$ cat src/rtl/piso_shift_register_pkg.sv
// piso_pkg: shared state encoding and counter sizing for the PISO transmitter.
`default_nettype none

package piso_pkg;

    typedef enum logic [1:0] {
        ST_IDLE   = 2'd0,
        ST_SHIFT  = 2'd1,
        ST_PARITY = 2'd2
    } state_e;

    function automatic int count_width(input int width);
        return (width > 2) ? $clog2(width) : 1;
    endfunction

endpackage

`default_nettype wire

$ cat src/rtl/piso_shift_register_if.sv
// piso_shift_register_if: load handshake plus serial output bundle.
`default_nettype none

interface piso_shift_register_if #(
    parameter int WIDTH = 4
);
    logic             load_valid;
    logic             load_ready;
    logic [WIDTH-1:0] pi_data;
    logic             so;
    logic             so_valid;
    logic             so_last;

    modport master (
        output load_valid, pi_data,
        input  load_ready, so, so_valid, so_last
    );

    modport slave (
        input  load_valid, pi_data,
        output load_ready, so, so_valid, so_last
    );
endinterface

`default_nettype wire

$ cat src/rtl/piso_shift_register_bit_counter.sv
// piso_bit_counter: bit index within a frame; saturates at WIDTH-1 and flags it.
`default_nettype none

module piso_bit_counter
    import piso_pkg::*;
#(
    parameter int WIDTH = 4
) (
    input  logic clk,
    input  logic rst,
    input  logic load_zero_i,
    input  logic en_i,
    output logic tc_o
);
    localparam int CW = count_width(WIDTH);
    localparam logic [CW-1:0] TC_VALUE = CW'(WIDTH - 1);

    logic [CW-1:0] count_q;
    logic [CW-1:0] count_d;

    assign tc_o = (count_q == TC_VALUE);

    always_comb begin
        count_d = count_q;
        if (load_zero_i) begin
            count_d = '0;
        end else if (en_i && !tc_o) begin
            count_d = count_q + 1'b1;
        end
    end

    always_ff @(posedge clk) begin
        if (!rst) begin
            count_q <= '0;
        end else begin
            count_q <= count_d;
        end
    end

endmodule

`default_nettype wire

$ cat src/rtl/piso_shift_register.sv
// piso_shift_register: valid/ready loaded, MSB-first serialiser.
// Optional even-parity trailer bit when PISO_PARITY_EN is defined.
`default_nettype none

module piso_shift_register
    import piso_pkg::*;
#(
    parameter int WIDTH = 4
) (
    input  logic                 clk,
    input  logic                 rst,
    piso_shift_register_if.slave bus
);
    state_e           state_q;
    state_e           state_d;
    logic [WIDTH-1:0] sreg_q;
    logic [WIDTH-1:0] sreg_d;
    logic             cnt_clr;
    logic             cnt_en;
    logic             cnt_tc;
    logic             ready_raw;
    logic             load_ready;
    logic             so;
    logic             so_valid;
    logic             so_last;
`ifdef PISO_PARITY_EN
    logic             parity_q;
    logic             parity_d;
`endif

    piso_bit_counter #(
        .WIDTH(WIDTH)
    ) u_bit_counter (
        .clk        (clk),
        .rst        (rst),
        .load_zero_i(cnt_clr),
        .en_i       (cnt_en),
        .tc_o       (cnt_tc)
    );

    always_comb begin
        state_d   = state_q;
        sreg_d    = sreg_q;
        cnt_clr   = 1'b0;
        cnt_en    = 1'b0;
        ready_raw = 1'b0;
        so        = 1'b0;
        so_valid  = 1'b0;
        so_last   = 1'b0;
`ifdef PISO_PARITY_EN
        parity_d  = parity_q;
`endif

        case (state_q)
            ST_IDLE: begin
                ready_raw = 1'b1;
            end
            ST_SHIFT: begin
                so       = sreg_q[WIDTH-1];
                so_valid = 1'b1;
                sreg_d   = sreg_q << 1;
                cnt_en   = 1'b1;
                if (cnt_tc) begin
`ifdef PISO_PARITY_EN
                    state_d   = ST_PARITY;
`else
                    so_last   = 1'b1;
                    ready_raw = 1'b1;
                    state_d   = ST_IDLE;
`endif
                end
            end
`ifdef PISO_PARITY_EN
            ST_PARITY: begin
                so        = parity_q;
                so_valid  = 1'b1;
                so_last   = 1'b1;
                ready_raw = 1'b1;
                state_d   = ST_IDLE;
            end
`endif
            default: begin
                state_d = ST_IDLE;
            end
        endcase

        // Ready is held low while reset is asserted; a handshake overrides the
        // default return to IDLE so back-to-back words leave no gap.
        load_ready = ready_raw & rst;
        if (bus.load_valid && load_ready) begin
            sreg_d  = bus.pi_data;
            cnt_clr = 1'b1;
            state_d = ST_SHIFT;
`ifdef PISO_PARITY_EN
            parity_d = ^bus.pi_data;
`endif
        end
    end

    always_ff @(posedge clk) begin
        if (!rst) begin
            state_q  <= ST_IDLE;
            sreg_q   <= '0;
`ifdef PISO_PARITY_EN
            parity_q <= 1'b0;
`endif
        end else begin
            state_q  <= state_d;
            sreg_q   <= sreg_d;
`ifdef PISO_PARITY_EN
            parity_q <= parity_d;
`endif
        end
    end

    assign bus.load_ready = load_ready;
    assign bus.so         = so;
    assign bus.so_valid   = so_valid;
    assign bus.so_last    = so_last;

endmodule

`default_nettype wire
$ cat src/flat_wrapper.sv
// flat-port wrapper written by rule: the top's interface ports become plain ports
module piso_shift_register_flat import piso_pkg::*;
#(
    parameter int WIDTH = 4
)
  (clk, rst, bus_load_valid, bus_pi_data, bus_load_ready, bus_so, bus_so_valid, bus_so_last);
  piso_shift_register_if #(.WIDTH(WIDTH)) bus_i ();
  input  logic clk;
  input  logic rst;
  input wire logic [$bits(bus_i.load_valid)-1:0] bus_load_valid;
  input wire logic [$bits(bus_i.pi_data)-1:0] bus_pi_data;
  output wire logic [$bits(bus_i.load_ready)-1:0] bus_load_ready;
  output wire logic [$bits(bus_i.so)-1:0] bus_so;
  output wire logic [$bits(bus_i.so_valid)-1:0] bus_so_valid;
  output wire logic [$bits(bus_i.so_last)-1:0] bus_so_last;
  assign bus_i.load_valid = bus_load_valid;
  assign bus_i.pi_data = bus_pi_data;
  assign bus_load_ready = bus_i.load_ready;
  assign bus_so = bus_i.so;
  assign bus_so_valid = bus_i.so_valid;
  assign bus_so_last = bus_i.so_last;
  piso_shift_register #(.WIDTH(WIDTH)) u_core (.clk(clk), .rst(rst), .bus(bus_i));
endmodule
$ cat config.mk
export PLATFORM = sky130hd
export DESIGN_NAME = piso_shift_register_flat
export DESIGN_NICKNAME = d
export VERILOG_FILES = /design/src/rtl/piso_shift_register_pkg.sv /design/src/rtl/piso_shift_register_if.sv /design/src/rtl/piso_shift_register_bit_counter.sv /design/src/rtl/piso_shift_register.sv /design/src/flat_wrapper.sv
export SDC_FILE = /design/constraint.sdc
export NUM_CORES = 1
export LEC_CHECK = 0
export ABC_CLOCK_PERIOD_IN_PS = 2900
export BUFFER_PORTS_ARGS = -buffer_cell sky130_fd_sc_hd__buf_2
export CORE_AREA = 2 2 39 41
export CTS_BUF_LIST = sky130_fd_sc_hd__clkbuf_16
export CTS_CLUSTER_DIAMETER = 150
export DETAILED_ROUTE_END_ITERATION = 8
export DIE_AREA = 0 0 41 43
export GPL_ROUTABILITY_DRIVEN = 0
export HOLD_SLACK_MARGIN = 0.15
export PLACE_DENSITY = 0.57
export SYNTH_ARGS = -nofsm -noshare
export SYNTH_HDL_FRONTEND = slang
export SYNTH_HIERARCHICAL = 1
export SYNTH_SLANG_ARGS = --single-unit
$ cat constraint.sdc
create_clock -name clk -period 2.9 [get_ports clk]
set_clock_uncertainty 0.15 [all_clocks]
set_input_delay 0.58 -clock clk [delete_from_list [all_inputs] [get_ports clk]]
set_output_delay 0.58 -clock clk [all_outputs]
set_load 0.02 [all_outputs]
==> results.md, run 1 <==
* CTS Root Cell: clkbuf_16
* Yosys warning count at 6
* H-tree depth at 1
* LEAKAGE at 0.0002371 µW
* GRT Util Overall at 0.1087
* Peak supply drop at 382.6 µV
* Die area at 0.001763 mm²
* Syn Nets at 47
* Post-Layout Cell Count at 68
* Setup Fix Bufs, Post-CTS at 0
* Fill cells at 155
* First-pass GRT wire length at 1179 µm
* Cells after Synth at 39
* Psw at 76.58 µW
* Worst Tran Pin Value at 0.3723 ns
* Startpoint Class: flip-flop
* Row cnt at 14
* Cts bufs inserted at 3
* Initial Utilization at 0.2631
* Cell taking the most area after synthesis: dfxtp_1
* Final Instance Area at 505.5 µm²
* ANT nets after route at 0
* Core box area at 0.001384 mm²
* Period utilization at 0.7078
* Final hold vios at 0
* Post-synth top flop: dfxtp_1
* Crit path DAT at 1.32 ns
* Synth Area per Inst at 9.336 µm²
* Int Power at 302.6 µW
* Largest net degree at the start of global routing at 11
* Vias in the first global route at 291
* Clk pwr share at 0.613
* CP required at 2.17 ns
* I/O Pins at 11
* Chip width at 41 µm
* Total gr overflow at 0
* RSZ-0062 raised after global routing: false
* Placed cells at 64
* Cell Area, Placed at 426.7 µm²
* Cell Area, Synth at 364.1 µm²
* CTS tree: yes
* Initial antenna violation count at 0
* Max Buffers Root-to-Sink at 2
* Layout cell share with drive strength beyond 1 at 0.2885
* PostCTS Resize Cnt at 0
* Combinational power share at 0.095
* Distinct cell type count after synthesis at 18
* Sink Count at 7
* Endpoints failing setup at 0
* Hpwl dp at 497.2 µm
* Post-Route WL at 670 µm
* Yosys top cell area share at 0.3849
* Post-synthesis async set-or-reset flop share at 0
* Vias per inst at 4.588
* DRT Pass-1 Iters at 1
* Setup TNS at 0 ns
* Iter 0 DRT Violations at 0
* Clock transition at path regs at 0.03 ns
* Status: complete, no violations
* Total inserted antenna cells at 0
* Worst relative slew slack at 0.7515
* Worst skew pair latency at 0.23 ns
* Vias at 312
* I/O Buffers at 10
* # hold bufs at CTS at 0
* WL per Instance at 9.853 µm
* Final Util at 0.3653
* Slowest CP cell: dfxtp_1
* Pwr dens at 750.1 mW/mm²
* Sw Ratio at 0.2020
* Crit-path max FO at 5
* CP Capture Type: primary output
* Tmin final at 2.053 ns
* Most instantiated library cell after synthesis: dfxtp_1
* Slew Viols, Final at 0
* Hold crit path type: flip-flop to flip-flop
* # DRC at 0
* EDFF count, synth at 0
* Critical path, cell by cell: ha_1 -> nand2b_1 -> and2_1 -> buf_2
* Fmax at 487.2 MHz
* Reg power frac at 0.292
* Crit Path Category: flip-flop to primary output
* Nets at 61
* Number of max-cap violations at 0
* Largest stage delay, worst path at 0.31 ns
* P&R area growth vs syn at 38.83%
* Synth top area cells: dfxtp_1, mux2i_1, and2_1, nand2b_1, a21oi_1
* Die height at 43 µm
* Register bit total from synthesis at 7
* Commonest cells post-synth: dfxtp_1, mux2i_1, and2_1, nand2b_1, a21oi_1
* Register area share after synthesis at 0.3849
[worst max-delay path, delay by kind of cell (launching register included)]
kind,cells,cell delay [ns]
simple gates,2,0.36
buf+inv,1,0.15
flops,1,0.31
fa+ha+maj,1,0.27
[through the flow]
stage               power, µW  hold WS, ns  worst slack (ns)
floorplan               137.2       0.3146             1.230
global placement        148.4       0.3490             1.114
detailed placement      148.9       0.3546             1.080
CTS                     382.6       0.3611            0.8339
global route            394.3       0.3788            0.7816
finish                  379.2       0.3506            0.8475
[placed cells by master, fill, tap and decap left out]
master,count
mux2i_1,5
o21ai_1,2
a21oi_1,3
o21ai_0,2
nand2b_1,4
ha_1,1
clkbuf_16,3
and2_1,4
buf_2,10
and3_2,1
dfxtp_1,7
nand2_1,1
xnor2_1,1
nor2_1,2
or2b_1,1
nor2b_4,1
and2b_1,1
nand3_1,1
inv_1,1
o21a_1,1
[final timing paths]
path / from / cells after the start / slack (ns) / end
setup / recovery: u_core/u_bit_counter/count_q[0] / 4 / 0.85 / bus_load_ready
hold / removal: u_core/u_bit_counter/count_q[1] / 2 / 0.35 / u_core/u_bit_counter/count_q[1]
setup reg to reg: u_core/u_bit_counter/count_q[0] / 5 / 1.45 / u_core/u_bit_counter/count_q[1]
hold reg to reg: u_core/u_bit_counter/count_q[1] / 2 / 0.35 / u_core/u_bit_counter/count_q[1]
[kinds of logic (layout without fill, tap and decap cells)]
kind of cell | after synthesis | in the layout | synth area share
fa+ha+maj | 1 | 1 | 0.03436
compound gates | 8 | 8 | 0.1168
buf+inv | 1 | 14 | 0.02063
flops | 7 | 7 | 0.3849
xor+xnor | 1 | 1 | 0.02406
mux | 5 | 5 | 0.1375
simple gates | 16 | 16 | 0.2818
[layer usage]
layer	share of wire	vias up	global-route usage	routed length, µm
met5	0	-	0	0
met4	0.054	0	0.1200	36
met3	0.069	4	0.04712	46
met2	0.44	10	0.1250	294
met1	0.44	138	0.1327	292
li1	-	160	-	-
[power by group through the flow]
| stage | registers [µW] | logic [µW] | clock network (µW) |
|---|---|---|---|
| final | 111 | 36.1 | 233 |
| after global routing | 112 | 41.0 | 242 |
| after CTS | 111 | 37.0 | 235 |
| after detailed placement | 112 | 36.7 | 0 |
| after global placement | 112 | 36.6 | 0 |
| after floorplan | 110 | 27.1 | 0 |
[final cells by class]
class / count / area (µm²) / share of cell area
clock buffers: 3 / 75.07 / 0.1485
clock inverters: 1 / 3.754 / 0.007426
multi-input cells: 31 / 216.5 / 0.4282
flip-flops and latches: 7 / 140.1 / 0.2772
well taps: 16 / 20.02 / 0.03960
repair buffers: 10 / 50.05 / 0.09901
[state kept, by name, summed over array words and instances (netlist names)]
signal and count:
u_core/u_bit_counter/count_q 2, u_core/sreg_q 4, u_core/state_q 1
Power figures use the tool's default switching activity.
==> inputs of run 2 (changes only) <==
--- a/config.mk
+++ b/config.mk
@@ -5,7 +5,7 @@
 export SDC_FILE = /design/constraint.sdc
 export NUM_CORES = 1
 export LEC_CHECK = 0
-export ABC_CLOCK_PERIOD_IN_PS = 2900
+export ABC_CLOCK_PERIOD_IN_PS = 1800
 export BUFFER_PORTS_ARGS = -buffer_cell sky130_fd_sc_hd__buf_2
 export CORE_AREA = 2 2 39 41
 export CTS_BUF_LIST = sky130_fd_sc_hd__clkbuf_16
@@ -14,7 +14,7 @@
 export DIE_AREA = 0 0 41 43
 export GPL_ROUTABILITY_DRIVEN = 0
 export HOLD_SLACK_MARGIN = 0.15
-export PLACE_DENSITY = 0.57
+export PLACE_DENSITY = 0.59
 export SYNTH_ARGS = -nofsm -noshare
 export SYNTH_HDL_FRONTEND = slang
 export SYNTH_HIERARCHICAL = 1
==> constraint.sdc (replaced) <==
create_clock -name clk -period 1.8 [get_ports clk]
set_clock_uncertainty 0.15 [all_clocks]
set_input_delay 0.36 -clock clk [delete_from_list [all_inputs] [get_ports clk]]
set_output_delay 0.36 -clock clk [all_outputs]
set_load 0.02 [all_outputs]
==> run 2 against run 1 <==
Effect of this change:
- first-iteration DRC count did not move
- sequential share of layout area decreased by 0.49 points
- highest routed layer unchanged
- worst hold slack lost 0.089 ns
- wire length is 4.2% higher
- via count is 1.9% lower
- sequential cell count is the same
- largest cell class unchanged
- count of clock-buffer cells in the layout stayed put
- critical path depth is the same
- final area grew 2.7%
- sequential power is 62% higher
- combinational power increased by 65%
- non-clock buffer count unchanged
==> results.md, run 2 (same netlist as run 1, synthesis figures left out) <==
* Status: complete, no violations
* I/O Pins at 11 (unchanged)
* I/O Buffers at 10 (unchanged)
* Initial Utilization at 0.2631 (unchanged)
* Psw at 127.6 µW (+67%)
* Multi-input gate area at 229.0 µm² (+5.8%)
* Worst reg2reg endpoint: u_core/u_bit_counter/count_q[0]
* CTS tree: yes
* Commonest non-fill, non-tap cell in the layout: buf_2
* Top Registers: u_core/sreg_q (4), u_core/u_bit_counter/count_q (2), u_core/state_q (1)
* Core box area at 0.001384 mm² (unchanged)
* Worst relative slew slack at 0.8718 (+0.1203)
* Crit-path max FO at 5 (unchanged)
* Slew Viols, Final at 0 (unchanged)
* Reg power frac at 0.291 (about the same)
* LEAKAGE at 0.0002350 µW (-0.90%)
* Hold path depth at 2 (unchanged)
* Clock transition at path regs at 0.04 ns (about the same)
* Crit Path Category: flip-flop to primary output
* Register area at 141.4 µm² (+0.89%)
* Sink Count at 7 (unchanged)
* Sw Ratio at 0.2068 (+0.004846)
* Hold crit path type: input pin to flip-flop
* Fill cells at 144 (-7.1%)
* Pwr dens at 1188 mW/mm² (+58%)
* Final Util at 0.3752 (+0.009946)
* DRT Pass-1 Iters at 1 (unchanged)
* CTS Root Cell: clkbuf_16
* Fmax at 568.2 MHz
* Flop2flop setup slack at 0.43 ns (-1.02 ns)
* Int Power at 489.2 µW (+62%)
* Worst Min Path Start: rst
* CP required at 1.29 ns (-0.88 ns)
* Worst Tran Pin Value at 0.1924 ns (-0.1799 ns)
* Nets at 61 (unchanged)
* P&R area growth vs syn at 42.61%
* Critical path startpoint: u_core/u_bit_counter/count_q[0]
* R2R depth at 5 (unchanged)
* # DRC at 0 (unchanged)
* Tmin final at 1.760 ns
* Top reg by flops: u_core/sreg_q
* Number of max-cap violations at 0 (unchanged)
* Iter 0 DRT Violations at 0 (unchanged)
* Vias at 306 (-1.9%)
* Worst skew pair latency at 0.23 ns (about the same)
* Cts bufs inserted at 3 (unchanged)
* Startpoint Class: flip-flop
* Largest net degree at the start of global routing at 11 (unchanged)
* H-tree depth at 1 (unchanged)
* Layout cell share with drive strength beyond 1 at 0.3269 (+0.03846)
* Vias in the first global route at 252 (-13%)
* Period utilization at 0.9778
* Clk pwr share at 0.612 (about the same)
* Max FFs per register at 4 (unchanged)
* Row cnt at 14 (unchanged)
* Setup TNS at 0 ns (unchanged)
* Chip width at 41 µm (unchanged)
* Hold endpoint: u_core/state_q[0]
* Setup Fix Bufs, Post-CTS at 0 (unchanged)
* WL per Instance at 10.26 µm (+4.2%)
* Peak supply drop at 610.4 µV (+60%)
* First-pass GRT wire length at 1055 µm (-11%)
* GRT Util Overall at 0.09980 (-0.008854)
* Most frequent cells in the layout: buf_2, dfxtp_1, mux2i_1
* Die area at 0.001763 mm² (unchanged)
* Reg-to-reg critical path startpoint: u_core/u_bit_counter/count_q[0]
* Crit path DAT at 1.25 ns (-0.07 ns)
* Die height at 43 µm (unchanged)
* Initial antenna violation count at 0 (unchanged)
* Total inserted antenna cells at 0 (unchanged)
* Max Buffers Root-to-Sink at 2 (unchanged)
* Total gr overflow at 0 (unchanged)
* # hold bufs at CTS at 0 (unchanged)
* Endpoints failing setup at 0 (unchanged)
* Post-Route WL at 698 µm (+4.2%)
* ANT nets after route at 0 (unchanged)
* Vias per inst at 4.500 (-1.9%)
* RSZ-0062 raised after global routing: false
* Final hold vios at 0 (unchanged)
* Combinational power share at 0.097 (+0.002)
* CP Capture Type: primary output
-- run 2: what timing repair did --
action                     4_1_cts  5_1_grt
gates resized for setup          1        2
setup endpoints to repair        1        1
pin swaps                        0        0
-- run 2: area by class of cell --
type	instances	share of cell area
clock buffer	3	0.1446
clock inverter	1	0.007229
multi-input combinational	31	0.4410
sequential	7	0.2723
tap	16	0.03855
timing repair buffer	10	0.09639
-- run 2: routing by layer --
metal  global-route usage  part of all wire
met5                    0                 0
met4               0.1200             0.043
met3              0.05236             0.074
met2               0.1156              0.44
met1               0.1107              0.44
-- run 2: worst max-delay path by stage --
| stage | cells past startpoint | endpoint | slack [ns] |
|---|---|---|---|
| after floorplan | 3 | bus_load_ready | 0.35 |
| after global placement | 4 | bus_load_ready | 0.23 |
| after detailed placement | 4 | bus_load_ready | 0.20 |
| after CTS | 4 | bus_load_ready | 0.005 |
| after global routing | 4 | bus_load_ready | 0.005 |
| final | 4 | bus_load_ready | 0.04 |
-- run 2: critical path, stage by stage, from the launching register on --
cell and delay (ns):
dfxtp_1 0.34, ha_4 0.19, nand2b_1 0.17, and2_1 0.17, buf_2 0.15
-- run 2: power groups by stage --
stage	registers, µW	logic (µW)	clock network (µW)
finish	180	59.7	377
global route	182	65.6	395
CTS	178	59.9	386
detailed placement	180	59.2	0
global placement	180	58.9	0
floorplan	177	43.7	0
-- run 2: per-stage QoR --
stage	hold slack [ns]	cell area (µm²)	setup slack [ns]	instances	power, µW
after floorplan	0.3146	364.1	0.3497	39	221.1
after global placement	0.3522	426.7	0.2346	64	238.8
after detailed placement	0.3387	426.7	0.1982	64	239.6
after CTS	0.2674	508.0	0.004559	68	623.6
after global routing	0.2816	519.2	0.004892	68	642.5
final	0.2613	519.2	0.03996	68	616.8
==> inputs of run 3 (changes only) <==
--- a/config.mk
+++ b/config.mk
@@ -7,14 +7,16 @@
 export LEC_CHECK = 0
 export ABC_CLOCK_PERIOD_IN_PS = 1800
 export BUFFER_PORTS_ARGS = -buffer_cell sky130_fd_sc_hd__buf_2
+export CAP_MARGIN = 15
 export CORE_AREA = 2 2 39 41
 export CTS_BUF_LIST = sky130_fd_sc_hd__clkbuf_16
-export CTS_CLUSTER_DIAMETER = 150
+export CTS_CLUSTER_DIAMETER = 100
 export DETAILED_ROUTE_END_ITERATION = 8
 export DIE_AREA = 0 0 41 43
 export GPL_ROUTABILITY_DRIVEN = 0
 export HOLD_SLACK_MARGIN = 0.15
 export PLACE_DENSITY = 0.59
+export SETUP_SLACK_MARGIN = 0.15
 export SYNTH_ARGS = -nofsm -noshare
 export SYNTH_HDL_FRONTEND = slang
 export SYNTH_HIERARCHICAL = 1
==> run 3 against run 2 <==
Effect of this change:
- wire length up 1.1%
- clock power barely moved
- setup slack gained 0.12 ns
- critical endpoint unchanged
- die area stayed put
- largest power group unchanged
==> results.md, run 3 (same netlist as run 1, synthesis figures left out) <==
* GRT Util Overall at 0.1038 (+0.004032)
* First-pass GRT wire length at 1110 µm (+5.2%)
* Die area at 0.001763 mm² (unchanged)
* Chip width at 41 µm (unchanged)
* Initial Utilization at 0.2631 (unchanged)
* Clock transition at path regs at 0.04 ns (about the same)
* Status: complete, no violations
* Layout cell share with drive strength beyond 1 at 0.4259 (+0.09900)
* Post-Layout Cell Count at 70 (+2.9%)
* Initial antenna violation count at 0 (unchanged)
* Peak supply drop at 604.2 µV (-1.0%)
* Number of max-cap violations at 0 (unchanged)
* Hold crit path type: input pin to flip-flop
* I/O Buffers at 10 (unchanged)
* Fmax at 608.4 MHz (+7.1%)
* CTS tree: yes
* Worst Tran Pin Value at 0.2233 ns (+0.03095 ns)
* Max FFs per register at 4 (unchanged)
* Cts bufs inserted at 3 (unchanged)
* Largest stage delay, worst path at 0.33 ns (about the same)
* Slowest CP cell: dfxtp_2
* Slew Viols, Final at 0 (unchanged)
* M1 WL at 304 µm (-0.65%)
* Crit path DAT at 1.13 ns (-0.12 ns)
* Reg power frac at 0.289 (-0.002)
* Placed cells at 64 (unchanged)
* H-tree depth at 1 (unchanged)
* Sink Count at 7 (unchanged)
* LEAKAGE at 0.0002514 µW (+7.0%)
* Top Registers: u_core/sreg_q (4), u_core/u_bit_counter/count_q (2), u_core/state_q (1)
* Crit-path max FO at 3 (-2)
* Tmin final at 1.644 ns (-0.1164 ns)
* Sw Ratio at 0.2069 (about the same)
* Clk pwr share at 0.602 (-0.010)
* Row cnt at 14 (unchanged)
* Core box area at 0.001384 mm² (unchanged)
* CP Capture Type: primary output
* Fill cells at 138 (-4.2%)
* Startpoint Class: flip-flop
* Die height at 43 µm (unchanged)
* Psw at 129.6 µW (+1.6%)
* Vias at 308 (+0.65%)
* Commonest non-fill, non-tap cell in the layout: buf_2
* # hold bufs at CTS at 0 (unchanged)
* Final hold vios at 0 (unchanged)
* Setup TNS at 0 ns (unchanged)
* CP top delay family: flip-flops
* Most frequent cells in the layout: buf_2, mux2i_1, dfxtp_1
* P&R area growth vs syn at 51.89%
* Top reg by flops: u_core/sreg_q
* WL met2 at 319 µm (+3.6%)
* Largest net degree at the start of global routing at 11 (unchanged)
* Combinational power share at 0.109 (+0.012)
* Vias in the first global route at 270 (+7.1%)
* CTS Root Cell: clkbuf_16
* WL per Instance at 10.09 µm (-1.7%)
* Worst relative slew slack at 0.8511 (-0.02063)
* Max Used Layer: met4
* Post-Route WL at 706 µm (+1.1%)
* I/O Pins at 11 (unchanged)
* ANT nets after route at 0 (unchanged)
* Worst skew pair latency at 0.23 ns (about the same)
* Period utilization at 0.9131 (-0.06467)
* # DRC at 0 (unchanged)
* Max Buffers Root-to-Sink at 2 (unchanged)
* Nets at 63 (+3.3%)
* CP bufs+invs at 1 (unchanged)
* Iter 0 DRT Violations at 5 (+5)
* Int Power at 496.8 µW (+1.5%)
* Vias per inst at 4.400 (-2.2%)
* Critical path, cell by cell: ha_4 -> nand2b_4 -> and2_4 -> buf_6
* DR WL met3 at 52 µm (unchanged)
* Total gr overflow at 0 (unchanged)
* DRT Pass-1 Iters at 2 (+1)
* Pwr dens at 1133 mW/mm² (-4.6%)
* Total inserted antenna cells at 0 (unchanged)
* Endpoints failing setup at 0 (unchanged)
* CP required at 1.29 ns (about the same)
* Crit Path Category: flip-flop to primary output
* RSZ-0062 raised after global routing: true
[run 3: cell types whose count changed in the layout (fill, tap and decap cells not counted), sizes merged]
cell,previous run,this run
buf,10,12
[run 3: worst paths after layout]
path	startpoint	to	slack, ns	cells after the start
max	u_core/u_bit_counter/count_q[0]	bus_load_ready	0.16	4
min	rst	u_core/state_q[0]	0.26	2
max reg2reg	u_core/u_bit_counter/count_q[0]	u_core/sreg_q[1]	0.51	5
min reg2reg	u_core/u_bit_counter/count_q[1]	u_core/u_bit_counter/count_q[1]	0.37	2
[run 3: cell type report]
class | count | area [µm²] | share of cell area
clock inverters | 1 | 3.754 | 0.006787
well taps | 16 | 20.02 | 0.03620
repair buffers | 12 | 71.32 | 0.1290
clock buffers | 3 | 75.07 | 0.1357
flip-flops and latches | 7 | 143.9 | 0.2602
multi-input cells | 31 | 239.0 | 0.4321
[run 3: timing repair]
item | CTS | global route
setup endpoints to repair | 2 | 1
gates resized for setup | 9 | 0
setup buffers | 2 | 0
cloned | 0 | 0
pin swaps | 1 | 1
[run 3: stage by stage]
| stage | util | worst slack [ns] | hold slack, ns | area, µm² | total power, µW |
|---|---|---|---|---|---|
| after global placement | 0.3083 | 0.2346 | 0.3522 | 426.7 | 238.8 |
| after global routing | 0.3996 | 0.1320 | 0.2839 | 553.0 | 652.5 |
| after CTS | 0.3996 | 0.1536 | 0.2623 | 553.0 | 635.6 |
| after floorplan | - | 0.3497 | 0.3146 | 364.1 | 221.1 |
| after detailed placement | 0.3083 | 0.1982 | 0.3387 | 426.7 | 239.6 |
| final | 0.3996 | 0.1564 | 0.2633 | 553.0 | 626.4 |
[run 3: power by group through the flow]
| stage | clock network [µW] | logic [µW] | registers (µW) |
|---|---|---|---|
| after floorplan | 0 | 43.7 | 177 |
| after global placement | 0 | 58.9 | 180 |
| after detailed placement | 0 | 59.2 | 180 |
| after CTS | 386 | 69.2 | 181 |
| after global routing | 395 | 74.5 | 183 |
| final | 377 | 68.3 | 181 |
[run 3: metal layers]
layer | GRT usage | vias to the layer above
met2 | 0.1250 | 10
li1 | - | 161
met4 | 0.1200 | 0
met3 | 0.05236 | 3
met5 | 0 | -
met1 | 0.1140 | 134
